$ cat config.mk
export PLATFORM = sky130hd
export DESIGN_NAME = mux_scanner
export DESIGN_NICKNAME = d
export VERILOG_FILES = /design/src/rtl/mux_scanner_pkg.sv /design/src/rtl/scan_timer.sv /design/src/rtl/mux_scanner.sv
export SDC_FILE = /design/constraint.sdc
export NUM_CORES = 1
export LEC_CHECK = 0
export CORE_ASPECT_RATIO = 1.2
export CORE_MARGIN = 2
export CORE_UTILIZATION = 43
export DETAILED_ROUTE_END_ITERATION = 16
export PLACE_DENSITY = 0.81
export SYNTH_ARGS = -nofsm -noshare
export SYNTH_HDL_FRONTEND = slang
export SYNTH_SLANG_ARGS = --single-unit
$ cat constraint.sdc
create_clock -name clk -period 1.63 [get_ports clk]
set_clock_uncertainty 0.05 [all_clocks]
set_input_delay 0.163 -clock clk [delete_from_list [all_inputs] [get_ports clk]]
set_output_delay 0.163 -clock clk [all_outputs]
set_load 0.005 [all_outputs]
$ cat src/rtl/mux_scanner_pkg.sv
// mux_scanner_pkg: state encoding and limits shared by 151/152 scan controllers.
package mux_scanner_pkg;
    typedef enum logic [1:0] {IDLE = 2'd0, SCAN = 2'd1, DONE = 2'd2} state_t;
    localparam int SETTLE_MAX = 15;
    localparam logic STR_INHIBIT = 1'b1;
endpackage

$ cat src/rtl/scan_timer.sv
// scan_timer: settle counter; tick marks the cycle a channel is sampled.
module scan_timer
    import mux_scanner_pkg::*;
#(
    parameter int SETTLE = 1
) (
    input  logic clk,
    input  logic rst,
    input  logic en,
    output logic tick
);
    localparam logic [3:0] LIM = 4'(SETTLE > SETTLE_MAX ? SETTLE_MAX : SETTLE);
    logic [3:0] wcnt;
    assign tick = wcnt == LIM;
    // Held at zero outside a scan so every scan entry starts a fresh bit period.
    always_ff @(posedge clk or posedge rst)
        if (rst) wcnt <= 4'd0;
        else wcnt <= (en && !tick) ? wcnt + 4'd1 : 4'd0;
endmodule

$ cat src/rtl/mux_scanner.sv
// mux_scanner: walks an SN74XX151 through all eight channels and hands off the sampled byte.
module mux_scanner
    import mux_scanner_pkg::*;
#(
    parameter int SETTLE = 1
) (
    input  logic       clk,
    input  logic       rst,
    input  logic       start,
    input  logic       cont,
    output logic [2:0] sel,
    output logic       str,
    input  logic       mux_out,
    output logic [7:0] data,
    output logic       valid,
    input  logic       ready,
    output logic       busy
);
    state_t state, state_d;
    logic tick;
    scan_timer #(.SETTLE(SETTLE)) u_timer (
        .clk (clk),
        .rst (rst),
        .en  (state == SCAN),
        .tick(tick)
    );
    always_ff @(posedge clk or posedge rst)
        if (rst) state <= IDLE;
        else state <= state_d;
    always_comb begin
        state_d = state;
        case (state)
            IDLE:    state_d = start ? SCAN : IDLE;
            SCAN:    state_d = (tick && sel == 3'd7) ? DONE : SCAN;
            DONE:    state_d = ready ? (cont ? SCAN : IDLE) : DONE;
            default: state_d = IDLE;
        endcase
    end
    // sel wraps 7->0 on the final sample, which is exactly the exit from SCAN.
    always_ff @(posedge clk or posedge rst)
        if (rst) begin
            sel  <= 3'd0;
            data <= 8'h00;
        end else if (state == SCAN && tick) begin
            data[sel] <= mux_out;
            sel       <= sel + 3'd1;
        end
    assign str   = (state == SCAN) ? ~STR_INHIBIT : STR_INHIBIT;
    assign valid = state == DONE;
    assign busy  = state == SCAN || state == DONE;
endmodule

# After elaboration in Yosys (flattened, before gate mapping)
# Index checks and enable logic that the tools add are counted.
[op_classes]
eq_ne = 4
reduce_logical = 7
n_addsub = 2
n_lt_le_gt_ge = 2
muxes = 10
[op_table]
columns = ["op", "n"]
rows = [
  ["8-bit bitwise mux", 1],
  ["2-bit case mux with 3 select lines", 1],
  ["4-bit by 1-bit adder with 4-bit output, second input constant", 1],
  ["4-bit by 1-bit equality test with 1-bit output, second input constant", 1],
  ["1-bit logical AND", 4],
  ["3-bit by 4-bit < comparator with 1-bit output, second input constant", 1],
  ["1-bit 2-to-1 mux", 4],
  ["2-bit 2-to-1 mux", 2],
  ["4-bit 2-to-1 mux", 1],
  ["3-bit by 1-bit adder with 3-bit output, second input constant", 1],
  ["1-bit demux with 3-bit select", 1],
  ["3-bit equality test, second input constant", 1],
  ["3-bit by 1-bit >= comparator with 1-bit output, second input constant", 1],
  ["2-bit by 1-bit equality test with 1-bit output, second input constant", 1],
  ["2-bit equality test, second input constant", 1],
  ["2-bit zero test", 1],
  ["1-bit zero test", 1],
  ["1-bit logical OR", 1],
]
[word_totals]
ff_bits = 17
inputBits = 6
out_inout_bits = 14
word_cells = 29

# Depth between registers and ports, before layout
[depth]
word_depth = 5
mapped_depth = 6
depth_no_buf = 5

# Modules after synthesis
# A second synthesis with hierarchy kept.
[hier_totals]
cells_unflattened = 74
hier_area_um2 = 872.1
[modules_own_cells]
columns = ["module", "n_inst", "cells_each", "area_per_inst_um2", "seq_area_each_um2"]
rows = [
  ["mux_scanner", 1, 56, 656.9, 325.3],
  ["scan_timer", 1, 18, 215.2, 100.1],
]

# Worst setup path before layout
# Ideal clock, no wire load.
[synth_path]
path_type = "flip-flop to flip-flop"
startpoint = "register state[1]"
endpoint = "register data[2]"
arrival_time_ns = 1.480
required_ns = 1.452
synth_period_minus_slack_ns = 1.657
setup_slack_ns = -0.027
stages_incl_launch_ff = 7
setup_time_ns = 0.128
n_path_buf = 1
cell_sequence = "dfrtp_1 -> inv_1 -> ha_1 -> nand4bb_1 -> buf_6 -> nor4b_4 -> mux2_1"
[synth_between]
elab_chain_len = 2
[synth_rtl]
columns = ["element", "line_no", "rtl"]
rows = [
  ["start: declaration", "mux_scanner.sv:19", "state_t state, state_d;"],
  ["start signal: assignment", "mux_scanner.sv:29", "else state <= state_d;"],
  ["2-bit by 1-bit equality test with 1-bit output", "mux_scanner.sv:44", "end else if (state == SCAN && tick) begin"],
  ["1-bit logical AND", "mux_scanner.sv:44", ""],
  ["end signal: indexed assignment", "mux_scanner.sv:45", "data[sel] <= mux_out;"],
  ["end: declaration", "mux_scanner.sv:14", "output logic [7:0] data,"],
]
# Every way passes these cells.
# A chain may end at the register's enable or synchronous reset.

# Final worst setup path
[layout_path]
startpoint = "register u_timer.wcnt[1]"
endpoint = "register data[2]"
[layout_between]
elab_chain_len = 2
[layout_rtl]
columns = ["element", "line_no", "rtl"]
rows = [
  ["start: declaration", "scan_timer.sv:13", "logic [3:0] wcnt;"],
  ["start signal: assignment", "scan_timer.sv:18", "else wcnt <= (en && !tick) ? wcnt + 4'd1 : 4'd0;"],
  ["4-bit by 1-bit equality test with 1-bit output", "scan_timer.sv:14", "assign tick = wcnt == LIM;"],
  ["1-bit logical AND", "mux_scanner.sv:44", ""],
]
# Every way passes these cells.

==> results.json <==
{
  "rows": 18,
  "powerDensity_nw_per_um2": 1820,
  "cts_hold_buf": 0,
  "synth-main-ff-cell": "dfrtp_1",
  "synth_top_area_share_pct": 47.4,
  "met1_usage_pct": 18.6,
  "yosysSeqAreaShare_pct": 47.4,
  "grt_pass1_vias": 696,
  "grt_first_pass_wirelength_mm": 2.95,
  "ys_warn_count": 0,
  "outcome": "finished with violations",
  "syn_area_sq_um": 897,
  "grtUsageMet3_pct": 4.70,
  "min_path_type": "primary input to asynchronous set/reset pin",
  "setup_viol": 4,
  "die_area_sq_um": 2470,
  "final.fill_count": 150,
  "drv_cap": 0,
  "crit_path_end_kind": "flop",
  "cp-start-kind": "flop",
  "rsz0062_at_grt": "yes",
  "p_leak_uw": 0.000620,
  "cts_root_buffer": "clkbuf_4",
  "vias": 664,
  "multiInputGateArea_sq_um": 494,
  "cts_buffers": 3,
  "die_h_um": 54.0,
  "drive_gt1_share_pct": 34.3,
  "path_clk_slew_ns": 0.09,
  "critPathKind": "flop to flop",
  "relSlewSlack_pct": 75.0,
  "finalWeightedCongestion": 0.765,
  "die-width_um": 45.7,
  "min_period_ns": 1.67,
  "synth_most_common_cell": "dfrtp_1",
  "synth.distinct_cells": 25,
  "dp_hpwl_mm": 1.28,
  "instances_no_fill": 128,
  "setup_ws_ns": -0.0375,
  "synth_commonest_cells": "dfrtp_1, ha_1, mux2_2, nand2_1",
  "fmax_mhz": 600,
  "tightest_slew_ns": 0.374,
  "syn_nets": 90,
  "p_total_uw": 2360,
  "vias_per_cell": 5.19,
  "grt_start_max_net_pins": 18,
  "yosys.area.top_type": "dfrtp_1",
  "io_buffers": 19,
  "met2_usage_pct": 29.3,
  "cpMaxStageDelayCell": "dfrtp_1",
  "track_usage_pct": 16.9,
  "synth-edff-count": 0,
  "ant_nets": 0,
  "dr.pass1.iters": 3,
  "place_area_sq_um": 1140,
  "ys_ff_latch": 17,
  "required_ns": 1.77,
  "place_inst": 118,
  "cp.arrival_ns": 1.81,
  "violations": "negative setup slack",
  "path_max_fanout": 5,
  "finalWirelength_mm": 1.97,
  "drv_slew": 0,
  "hold_viol": 0,
  "final_area_sq_um": 1290,
  "antenna_cells": 0,
  "async_flop_share_pct": 100,
  "final_core_util_pct": 64.6,
  "final_nets": 123,
  "dr.first_iter.drc_count": 4,
  "io_pins": 20,
  "seqCellArea_sq_um": 429,
  "area_growth_pct": 44.4,
  "path_cells": "inv_1 > ha_2 > nand4bb_1 > buf_6 > nor4b_4 > mux2_4",
  "clk_path_buf_depth": 2,
  "cts_tree": "done",
  "cts_max_level": 1,
  "synth_cells": 76,
  "postSynthAreaPerCell_sq_um": 11.8,
  "antenna_found_initial": 0,
  "drt_drc_violations_left": 0,
  "clock-sinks": 17,
  "slowest_delay_ns": 0.39,
  "clk_latency_ns": 0.30,
  "grt_busiest_layer": "met2",
  "post_drt_wl_per_cell_um": 15.4,
  "coreArea_sq_um": 2000,
  "grt-ovfl-total": 0,
  "final.period_utilization_pct": 102,
  "ir_worst_vdd_mv": 1.17,
  "start_util_pct": 44.8,
  "synth.area.top_cells": "dfrtp_1, ha_1, mux2_2, nor4b_4, nand2_1"
}
==> placed cells by master, fill, tap and decap left out, types with 2 or more instances in the layout <==
master,instances
ha_1,5
ha_4,2
inv_1,4
dfrtp_2,3
nand4b_1,2
dlymetal6s2s_1,3
inv_2,2
nand2_1,7
nand3_1,2
clkbuf_4,3
mux2_4,4
clkdlybuf4s50_1,15
nor4b_4,2
a32oi_1,2
dfrtp_1,14
buf_4,12
xnor2_1,2
mux2_2,4
nor2_1,6
==> where the power goes <==
group	total [uW]	leakage, uW	internal, uW	switching [uW]
clock	228	0.0000150	95.6	133
sequential	839	0.000202	625	214
combinational	1290	0.000403	783	508
total	2360	0.000620	1500	855
==> worst max-delay path, delay by kind of cell, from the launching register on <==
family | cells | cell delay [ns]
DFF | 1 | 0.39
and+or+nand+nor | 2 | 0.38
muxes | 1 | 0.32
buffers and inverters | 2 | 0.23
adders and majority gates | 1 | 0.18
==> layout make-up <==
| class | instances | share of cell area (%) |
|---|---|---|
| Multi-Input combinational cell | 49 | 38.2 |
| Sequential cell | 17 | 33.1 |
| Timing Repair Buffer | 32 | 23.0 |
| Clock buffer | 4 | 2.03 |
| Tap cell | 20 | 1.93 |
| Inverter | 6 | 1.74 |
==> through the flow <==
step           TNS (ns)  hold WS [ns]  setup slack (ns)
2_1_floorplan         0        0.0391            0.0125
3_3_place_gp    -0.0213         0.425           -0.0121
3_5_place_dp     -0.143         0.442           -0.0498
4_1_cts          -0.184         0.128           -0.0823
5_1_grt          -0.520         0.149            -0.103
6_report        -0.0992         0.109           -0.0375
==> cell families after synthesis <==
group | after synthesis | share of synthesized area [%]
buf+inv | 10 | 5.16
compound gates | 4 | 3.35
fa+ha+maj | 8 | 11.2
flops | 17 | 47.4
xor+xnor | 3 | 2.93
simple gates | 26 | 19.9
mux | 8 | 10.0
==> sequential cells by signal, indices dropped and copies added, names as in the netlist <==
name,count
u_timer.wcnt,4
state,2
data,8
sel,3
==> path summary, 6_finish.rpt <==
kind | start | to | slack, ns | depth (start not counted)
worst max-delay path | u_timer.wcnt[1] | data[2] | -0.04 | 6
worst min-delay path | rst | u_timer.wcnt[0] | 0.11 | 3
worst max register to register | u_timer.wcnt[1] | data[2] | -0.04 | 6
worst min register to register | data[6] | data[6] | 0.46 | 1
max in group asynchronous | rst | sel[1] | 1.22 | 3
min in group clk | data[6] | data[6] | 0.46 | 1
==> layer usage <==
layer	share of wire (%)	vias up
li1	-	324
met3	3.8	5
met4	3.4	0
met5	0	-
met1	39	317
met2	53	18
==> timing repair <==
item                       CTS  global route
buffers inserted             4             2
setup endpoints to repair   10            11
hold endpoints to repair     0             0
gates resized for setup     10            12
pin swaps                    2             1
No activity file was read; power rests on OpenSTA's default activity.
